[src/rtl/count24h.sv]
// count24h -- 24-hour hour counter with BCD display outputs.
//
// Counts hours 0..23 from two asynchronous sources: the hour-rate level from
// the minutes stage (clk60m_i) and a pre-debounced user adjust button (inc_i).
// Each source is synchronized into the clk_i domain and rising-edge detected.
// Any event advances the hour by one; coincident events still advance by one.
// day_o pulses for one cycle only when a real hour event wraps 23 -> 0.
//
// Optional feature: define COUNT24H_12H_EN to show the hour in 12-hour
// format with a PM indicator. The internal 0..23 count and day_o are the
// same in both builds.
//
// Latency: an input rise that meets setup updates the hour register on the
// 3rd rising clk_i edge and the display registers on the 4th.

module count24h (
    input  logic       clk_i,
    input  logic       rst_i,
    input  logic       clk60m_i,
    input  logic       inc_i,
    input  logic [4:0] ival_i,
    output logic [3:0] hour_tens_o,
    output logic [3:0] hour_units_o,
    output logic       pm_o,
    output logic       day_o
);

    localparam logic [4:0] LAST_HOUR = 5'd23;

    // Display fields packed together so one function can produce all of them.
    typedef struct packed {
        logic       pm;
        logic [3:0] tens;
        logic [3:0] units;
    } disp_t;

    // Maps a 0..23 hour onto the digits shown on the 7-segment driver.
    function automatic disp_t to_display(input logic [4:0] hour);
        disp_t      d;
        logic [4:0] shown;
`ifdef COUNT24H_12H_EN
        d.pm = (hour >= 5'd12);
        if (hour == 5'd0) begin
            shown = 5'd12;
        end else if (hour > 5'd12) begin
            shown = hour - 5'd12;
        end else begin
            shown = hour;
        end
`else
        d.pm  = 1'b0;
        shown = hour;
`endif
        if (shown >= 5'd20) begin
            d.tens  = 4'd2;
            d.units = 4'(shown - 5'd20);
        end else if (shown >= 5'd10) begin
            d.tens  = 4'd1;
            d.units = 4'(shown - 5'd10);
        end else begin
            d.tens  = 4'd0;
            d.units = 4'(shown);
        end
        return d;
    endfunction

    // Two synchronizer flops plus one history flop per asynchronous input.
    logic [1:0] c60_sync;
    logic       c60_hist;
    logic [1:0] inc_sync;
    logic       inc_hist;

    logic       hour_evt;
    logic       adj_evt;
    logic [4:0] hour_q;
    logic [4:0] hour_next;
    logic       day_next;
    logic [4:0] rst_hour;
    disp_t      disp_next;
    disp_t      disp_rst;

    // Out-of-range initial values fall back to midnight.
    assign rst_hour = (ival_i <= LAST_HOUR) ? ival_i : 5'd0;
    assign disp_rst = to_display(rst_hour);
    assign disp_next = to_display(hour_q);

    // Synchronize both inputs and keep one cycle of history for edge detect.
    // clk60m resets high because the minutes stage resets its output high, so
    // its first post-reset sample is not mistaken for a rising edge.
    always_ff @(posedge clk_i) begin
        // NOTE: sequential state uses non-blocking assignments so every flop
        // samples the pre-edge value of its neighbour; blocking here would
        // collapse the synchronizer chain into a single stage.
        if (rst_i) begin
            c60_sync <= 2'b11;
            c60_hist <= 1'b1;
            inc_sync <= 2'b00;
            inc_hist <= 1'b0;
        end else begin
            c60_sync <= {c60_sync[0], clk60m_i};
            c60_hist <= c60_sync[1];
            inc_sync <= {inc_sync[0], inc_i};
            inc_hist <= inc_sync[1];
        end
    end

    assign hour_evt = c60_sync[1] & ~c60_hist;
    assign adj_evt  = inc_sync[1] & ~inc_hist;

    // Next hour and day carry; coincident events still count as one step.
    always_comb begin
        // NOTE: every always_comb output gets a default first so no path can
        // leave it unassigned and infer a latch.
        hour_next = hour_q;
        day_next  = 1'b0;
        if (hour_evt || adj_evt) begin
            if (hour_q == LAST_HOUR) begin
                hour_next = 5'd0;
                day_next  = hour_evt;
            end else begin
                hour_next = hour_q + 5'd1;
            end
        end
    end

    // Hour register and day pulse; reset wins over any pending event.
    always_ff @(posedge clk_i) begin
        if (rst_i) begin
            hour_q <= rst_hour;
            day_o  <= 1'b0;
        end else begin
            hour_q <= hour_next;
            day_o  <= day_next;
        end
    end

    // Display registers trail the hour register by one cycle; on reset they
    // load straight from the reset hour so they are valid right after reset.
    always_ff @(posedge clk_i) begin
        if (rst_i) begin
            hour_tens_o  <= disp_rst.tens;
            hour_units_o <= disp_rst.units;
            pm_o         <= disp_rst.pm;
        end else begin
            hour_tens_o  <= disp_next.tens;
            hour_units_o <= disp_next.units;
            pm_o         <= disp_next.pm;
        end
    end

endmodule

[config.mk]
export PLATFORM = sky130hd
export DESIGN_NAME = count24h
export DESIGN_NICKNAME = d
export VERILOG_FILES = /design/src/rtl/count24h.sv
export SDC_FILE = /design/constraint.sdc
export NUM_CORES = 1
export LEC_CHECK = 0
export CORE_MARGIN = 4
export CORE_UTILIZATION = 40
export CTS_CLUSTER_SIZE = 28
export DETAILED_ROUTE_END_ITERATION = 12
export RECOVER_POWER = 25
export SLEW_MARGIN = 20
export SYNTH_ARGS = -nofsm -noshare
export SYNTH_HDL_FRONTEND = slang
export SYNTH_SLANG_ARGS = --single-unit
[constraint.sdc]
create_clock -name clk_i -period 2.5 [get_ports clk_i]
set_input_delay 0.75 -clock clk_i [delete_from_list [all_inputs] [get_ports clk_i]]
set_output_delay 0.75 -clock clk_i [all_outputs]
set_load 0.01 [all_outputs]
==> impl_metrics.ini, run 1 <==
[critical_path]
rr_worst_depth = 5
critPathLaunchType = primary input
path_cells = dlygate4sd3_1, clkbuf_1, nand2_1, or3_1, o311ai_1
critPathMaxFanout = 16
crit_type = primary input to flop
worstSetupEndpointType = flop
required_ps = 2720
reg2reg_slack_ps = 460
cp_num_buf_inv = 2
path_delay_family = buffers and inverters
max_stage_delay_ps = 570
arrival_ps = 2430
critPathSlowestCell = clkbuf_1
timing.rr.end = hour_units_o[3]
rr_startpoint = hour_q[2]

[finish]
finalInstanceArea_mm2 = 0.001261
drive_gt1_share_pct = 14.06
diodes = 0
fillerInstances = 248
fin_util_pct = 50.91
fin_nets = 147
syn_to_final_growth_pct = 20.86

[place]
place_area_mm2 = 0.001229
dp_hpwl_mm = 1.643
port_buffers = 15
gp_congestion = 0.8004

[routing]
viasPerCell = 5.203
routed_wl_mm = 2.132
drc_errors = 0
dr.pass1.iters = 4
detail_route.wl_per_cell_um = 13.49
drtIter0Drc = 24
antenna_left = 0
num_vias = 822

[floorplanning]
die_w_um = 59.08
io_pins = 19
num_rows = 18
coreArea_mm2 = 0.002477
start_util_pct = 42.12
die_area_mm2 = 0.003490
fp.dieH_um = 59.08

[clocking]
cts_buffers = 3
path_clk_slew_ps = 110
htree_num_levels = 1
cts_setup_buffers = 0
cts_tree = done
clk_latency_ps = 300
cts_root_buffer = clkbuf_4
ctsResizeCount = 0
cts.sinks = 18
clockBufferDepth = 2
ctsHoldBuffers = 0

[status]
status = complete, no violations

[yosys]
netlist_area_mm2 = 0.001044
synth_warnings = 0
ys.flop_type = dfxtp_1
synthArstFlopShare_pct = 0
synth_top_cell_by_area = dfxtp_1
synthTopCellsByCount = dfxtp_1, nand2_1, inv_1, ha_1
synth_most_common_cell = dfxtp_1
netlist_instances = 110
ys_seq_area_share_pct = 39.33
synth_edf_count = 5
synth_top_cell_area_share_pct = 24.94
yosysUniqueCellTypes = 40
syn_avg_cell_area_um2 = 9.486
synth.area.top_cells = dfxtp_1, edfxtp_1, ha_1, nand2_1, inv_1
synth-seq-cells = 18

[global_routing]
antenna_found_initial = 0
overflow = 0
grt_pass1_vias = 796
grt.total_usage_pct = 13.63
grt_max_degree = 17
grt_pass1_wl_mm = 3.567

[timing]
layout_min_cycle_time_ps = 2214
setup_tns_ps = 0
rsz0062_at_grt = no
tightest_slew_ps = 747.2
finalCritPeriodShare_pct = 88.56
fmaxAchievable_ghz = 0.4517
hold_violations = 0
slew-limit-headroom_pct = 50.19
skew_ps = 15.86
slew_viol_final = 0
finalSetupViolations = 0

[hold_path]
min-delay-start = c60_sync[0]
hold-path-endpoint = c60_sync[1]
min_path_type = flop to flop
whs_path_depth = 1

[power_and_ir_drop]
ir_worst_vdd_mv = 0.4426
leakage_uw = 0.0005261
powerDensity_mw_per_mm2 = 597.2

[flow_run]
cap_violations = 0
## metal layers
metal / GRT usage [%] / vias up / wire length [um]
li1: - / 416 / -
met1: 17.90 / 386 / 1008
met2: 20.66 / 16 / 1000
met3: 4.139 / 4 / 91
met4: 5.825 / 0 / 31
met5: 0 / - / 0
## placed cells by master (no fill, tap or decap), types with 2 or more instances in the layout
cell	instances
o311ai_1	2
ha_1	9
clkdlybuf4s50_1	14
conb_1	3
nand3_1	3
edfxtp_1	5
dfxtp_1	13
buf_4	3
o221ai_1	2
nand2b_1	3
a21oi_1	3
nor2b_1	3
nor2_1	4
nand2_1	12
o21ai_0	5
xnor2_1	2
inv_1	11
o211ai_1	2
or2_2	3
o22ai_1	2
clkbuf_4	3
## where the power goes
group | total, uW | leakage (uW) | switching [uW] | internal, uW
clock network | 182 | 0.0000210 | 93.4 | 88.8
registers | 359 | 0.000159 | 26.6 | 333
logic | 212 | 0.000346 | 104 | 108
total | 753 | 0.000526 | 224 | 529
## worst register-to-register path, delay by kind of cell (launching register included)
family	cells	cell delay, ps
AO/OA/AOI/OAI	3	660
flip-flops	1	560
multiplexers	1	340
adder cells (fa/ha/maj)	1	350
## stage by stage
stage / hold WS (ps) / std cells / setup WS (ps) / total power (uW)
after floorplan: 389.5 / 112 / 689.9 / 502.7
after global routing: 455.5 / 158 / 184.9 / 802.5
after detailed placement: 395.5 / 154 / 127.7 / 577.9
final: 417.5 / 158 / 286.0 / 753.2
after CTS: 420.8 / 158 / 437.4 / 763.6
after global placement: 392.4 / 154 / 180.2 / 575.1
## kinds of logic after synthesis
family,after synthesis,synth area share [%]
multiplexers,2,2.517
AO/OA/AOI/OAI,26,19.90
AND/OR/NAND/NOR,34,17.63
flip-flops,18,39.33
adder cells (fa/ha/maj),9,10.79
buffers and inverters,18,7.793
XOR/XNOR,2,1.679
other,1,0.3594
## flip-flops by register name, indices dropped and copies added, names as in the netlist
register and count:
hour_q 5, inc_hist 1, c60_hist 1, day_o 1, hour_units_o 4, c60_sync 2, hour_tens_o 2, inc_sync 2
## cell type report
cell class | instances | area (um2) | area share, %
flip-flops and latches | 18 | 410.4 | 32.54
clock buffers | 4 | 36.28 | 2.877
inverters | 11 | 41.29 | 3.274
multi-input cells | 76 | 559.3 | 44.35
repair buffers | 19 | 176.4 | 13.99
well taps | 30 | 37.54 | 2.976
## worst max path at each step
stage                    from               to  slack (ps)  cells after the start
global placement    ival_i[4]  hour_units_o[2]         180                      8
detailed placement  ival_i[4]  hour_units_o[2]         130                      9
finish                  rst_i  hour_units_o[2]         290                      5
floorplan           hour_q[2]  hour_units_o[3]         690                      5
global route            rst_i  hour_units_o[2]         180                      5
CTS                 ival_i[4]  hour_units_o[2]         440                      9
(Power assumes the default switching activity.)
==> run 2, diff against run 1 <==
--- a/config.mk
+++ b/config.mk
@@ -10,4 +10,5 @@
 export CTS_CLUSTER_SIZE = 28
 export DETAILED_ROUTE_END_ITERATION = 12
+export DONT_BUFFER_PORTS = 1
 export RECOVER_POWER = 25
 export SLEW_MARGIN = 20
==> constraint.sdc (replaced) <==
create_clock -name clk_i -period 2.5 [get_ports clk_i]
set_input_delay 0.75 -clock clk_i [delete_from_list [all_inputs] [get_ports clk_i]]
set_output_delay 0.75 -clock clk_i [all_outputs]
set_load 0.05 [all_outputs]
==> run 2 against run 1 <==
  * Sequential cell count is the same
  * Register-to-register slack gained 80 ps
  * Fmax grew 13%
  * Clock power is essentially flat
  * First-iteration DRC count grew 79%
  * Clock-buffer cell count is the same
  * Clock skew shrank 2.8 ps
  * Via count shrank 6.6%
  * Routed wire length shrank 8.7%
  * Sequential share of layout area grew 5.3 points
  * Final area shrank 14%
  * Highest routed layer unchanged
==> impl_metrics.ini, run 2 (same netlist as run 1, synthesis figures left out) <==
[status]
status = complete, no violations

[power_and_ir_drop]
ir_worst_vdd_mv = 0.3089
powerDensity_mw_per_mm2 = 696.1
leakage_uw = 0.0004529

[routing]
antenna_left = 0
drc_errors = 0
viasPerCell = 5.525
num_vias = 768
drtIter0Drc = 43
detail_route.wl_per_cell_um = 14.01
routed_wl_mm = 1.947
dr.pass1.iters = 4

[clocking]
path_clk_slew_ps = 120
htree_num_levels = 1
clockBufferDepth = 2
cts_tree = done
ctsHoldBuffers = 0
cts.sinks = 18
ctsResizeCount = 0
clk_latency_ps = 300
cts_setup_buffers = 0
cts_root_buffer = clkbuf_4
cts_buffers = 3

[finish]
regMostFlops = hour_q
top_regs = hour_q x5, hour_units_o x4
fin_util_pct = 43.79
finalInstanceArea_mm2 = 0.001085
stdcell_count = 139
fillerInstances = 254
diodes = 0
drive_gt1_share_pct = 13.76
mostFrequentLayoutCell = dfxtp_1
final_cell_mix = dfxtp_1, nand2_1, inv_1
syn_to_final_growth_pct = 3.957
fin_nets = 128
largest_reg_flops = 5

[floorplanning]
die_w_um = 59.08
fp.dieH_um = 59.08
die_area_mm2 = 0.003490
num_rows = 18
start_util_pct = 42.12
io_pins = 19
coreArea_mm2 = 0.002477

[timing]
rsz0062_at_grt = no
hold_violations = 0
layout_min_cycle_time_ps = 1961
tightest_slew_ps = 561.8
finalCritPeriodShare_pct = 78.44
finalSetupViolations = 0
slew-limit-headroom_pct = 62.55
setup_tns_ps = 0
fmaxAchievable_ghz = 0.5099
whs_ps = 417.1
skew_ps = 13.11
slew_viol_final = 0

[critical_path]
critPathMaxFanout = 5
arrival_ps = 2160
path_delay_family = compound AO/OA/AOI/OAI gates
required_ps = 2700
path_cells = inv_1, ha_1, a211oi_4, mux2_4, a221oi_2, a21oi_2
critPathSlowestCell = edfxtp_1
max_stage_delay_ps = 490
critPathLaunchType = flop
cp_num_buf_inv = 1
worstSetupEndpointType = flop
crit_type = flop to flop

[flow_run]
cap_violations = 0

[place]
port_buffers = 0
dp_hpwl_mm = 1.465
gp_congestion = 0.8389
dp.cells = 135
place_area_mm2 = 0.001049

[global_routing]
grt.total_usage_pct = 12.49
antenna_found_initial = 0
grt_max_degree = 18
grt_pass1_vias = 723
grt_pass1_wl_mm = 3.249
overflow = 0

[hold_path]
min_path_type = flop to flop
[run 2: cell types whose count changed in the layout (fill, tap and decap cells not counted), sizes merged]
cell	change
clkdlybuf4s50	-14
buf	-3
clkbuf	-1
dlygate4sd3	-1
[run 2: per-stage QoR]
| step | setup WS (ps) | total power, uW |
|---|---|---|
| floorplan | 689.9 | 555.5 |
| global placement | 580.8 | 580.0 |
| detailed placement | 566.2 | 577.4 |
| CTS | 546.4 | 760.9 |
| global route | 433.6 | 800.6 |
| finish | 539.0 | 755.1 |
[run 2: worst reg2reg max path, cell delays in order (launching register included)]
cell and delay [ps]:
edfxtp_1 490, inv_1 150, ha_1 290, a211oi_4 330, mux2_4 330, a221oi_2 230, a21oi_2 40
[run 2: path summary, 6_finish.rpt]
path	startpoint	endpoint	slack, ps	cells after the start
max	hour_q[3]	hour_units_o[3]	540	6
min	c60_sync[0]	c60_sync[1]	420	1
max reg2reg	hour_q[3]	hour_units_o[3]	540	6
min reg2reg	c60_sync[0]	c60_sync[1]	420	1
[run 2: layout make-up]
class / instances / area, um2 / share of cell area (%)
inverters: 11 / 41.29 / 3.806
clock buffers: 4 / 36.28 / 3.345
flip-flops and latches: 18 / 410.4 / 37.83
well taps: 30 / 37.54 / 3.460
multi-input cells: 76 / 559.3 / 51.56
[run 2: report_power, final]
group / total [uW] / internal (uW) / switching (uW)
registers: 413 / 333 / 79.7
clock network: 184 / 88.7 / 95.5
logic: 158 / 70.4 / 87.9
[run 2: layer usage]
| layer | wire length [um] | up-vias | share of wire (%) | global-route usage, % |
|---|---|---|---|---|
| met3 | 123 | 4 | 6.3 | 3.704 |
| met1 | 896 | 366 | 46 | 16.78 |
| met2 | 896 | 21 | 46 | 17.35 |
| li1 | - | 377 | - | - |
| met5 | 0 | - | 0 | 0 |
| met4 | 31 | 0 | 1.6 | 7.767 |
==> run 3, diff against run 2 <==
- clock period: 2.5 -> 2 ns (I/O delays scaled with it)
==> run 3 against run 2 <==
  * Non-clock buffer count rose by 4
  * Sequential cell count is the same
  * Routed wire length is 4.9% higher
  * Final area up 2.8%
  * Die area is the same
  * First-iteration DRC count fell by 79%
  * Clock power rose by 22%
  * Register-to-register slack worse by 320 ps
  * Global-route usage up 0.40 points
  * Hold slack got worse by 48 ps
==> impl_metrics.ini, run 3 (same netlist as run 1, synthesis figures left out) <==
[status]
status = complete, no violations

[timing]
slew-limit-headroom_pct = 62.78
tightest_slew_ps = 558.2
hold_violations = 0
fmaxAchievable_ghz = 0.5617
final.setup.worst_slack_ps = 219.6
rsz0062_at_grt = no
finalCritPeriodShare_pct = 89.02
layout_min_cycle_time_ps = 1780
finalSetupViolations = 0
skew_ps = 12.00
slew_viol_final = 0
setup_tns_ps = 0

[critical_path]
timing.rr.end = hour_units_o[3]
critPathMaxFanout = 5
arrival_ps = 1980
crit_type = flop to flop
worstSetupEndpointType = flop
rr_worst_depth = 5
required_ps = 2190
critPathLaunchType = flop
rr_startpoint = hour_q[2]
reg2reg_slack_ps = 220

[finish]
mostFrequentLayoutCell = dfxtp_1
diodes = 0
largest_reg_flops = 5
syn_to_final_growth_pct = 6.835
multiInputGateArea_um2 = 559.3
top_regs = hour_q x5, hour_units_o x4
regArea_um2 = 410.4
final_cell_mix = dfxtp_1, nand2_1, inv_1
finalInstanceArea_mm2 = 0.001115
drive_gt1_share_pct = 16.81
fin_nets = 132
fillerInstances = 247
regMostFlops = hour_q

[clocking]
path_clk_slew_ps = 110
cts_root_buffer = clkbuf_4
clk_latency_ps = 290
cts.sinks = 18
htree_num_levels = 1
cts_tree = done
clockBufferDepth = 2
cts_buffers = 3
ctsResizeCount = 0
ctsHoldBuffers = 0
cts_setup_buffers = 0

[routing]
routed_wl_mm = 2.042
antenna_left = 0
drtIter0Drc = 9
drc_errors = 0
dr.pass1.iters = 4
num_vias = 777
detail_route.wl_per_cell_um = 14.28
viasPerCell = 5.434

[hold_path]
min-delay-start = rst_i
whs_path_depth = 1
hold-path-endpoint = hour_units_o[3]
min_path_type = primary input to flop

[floorplanning]
start_util_pct = 42.12
die_w_um = 59.08
coreArea_mm2 = 0.002477
io_pins = 19
die_area_mm2 = 0.003490
num_rows = 18
fp.dieH_um = 59.08

[place]
place_area_mm2 = 0.001079
pre_cts_ws_ps = 217.0
gp_congestion = 0.7987
port_buffers = 0
dp_hpwl_mm = 1.591

[power_and_ir_drop]
powerDensity_mw_per_mm2 = 857.8
ir_worst_vdd_mv = 0.4268
leakage_uw = 0.0004727

[global_routing]
grt_pass1_wl_mm = 3.387
antenna_found_initial = 0
grt_max_degree = 18
overflow = 0
grt_pass1_vias = 743
grt.total_usage_pct = 12.88

[flow_run]
cap_violations = 0
## run 3: cell type report
cell class / count / share of cell area [%]
Timing Repair Buffer: 4 / 2.694
Tap cell: 30 / 3.367
Multi-Input combinational cell: 76 / 50.17
Inverter: 11 / 3.704
Clock buffer: 4 / 3.255
Sequential cell: 18 / 36.81
## run 3: worst max-delay path, stage by stage (launching register included)
cell	delay, ps
edfxtp_1	510
ha_1	330
a211oi_4	260
mux2_4	320
a221oi_2	240
a21oi_2	40
## run 3: through the flow
step | instances | power, uW | hold slack [ps] | utilization [%]
after global placement | 139 | 737.8 | 394.7 | 43.54
after CTS | 143 | 967.9 | 356.2 | 45.00
after detailed placement | 139 | 743.2 | 393.8 | 43.54
final | 143 | 956.3 | 369.3 | 45.00
after global routing | 143 | 1016 | 347.2 | 45.00
after floorplan | 112 | 694.4 | 389.5 | -
## run 3: power breakdown
group,switching [uW],internal [uW]
sequential,90.7,416
combinational,124,102
clock,113,111
total,328,628
## run 3: layer usage
| metal | vias up | GRT usage [%] | share of wire [%] |
|---|---|---|---|
| li1 | 386 | - | - |
| met4 | 0 | 2.913 | 0.73 |
| met2 | 12 | 22.08 | 52 |
| met5 | - | 0 | 0 |
| met3 | 2 | 2.614 | 3.3 |
| met1 | 377 | 16.60 | 44 |
## run 3: worst max-delay path by stage
stage	start	end	slack [ps]	cells past startpoint
finish	hour_q[2]	hour_units_o[3]	220	5
global route	hour_q[3]	hour_units_o[2]	90	7
detailed placement	hour_q[2]	hour_units_o[3]	220	5
CTS	hour_q[3]	hour_units_o[2]	220	7
floorplan	hour_q[2]	hour_units_o[3]	190	5
global placement	hour_q[2]	hour_units_o[3]	240	5
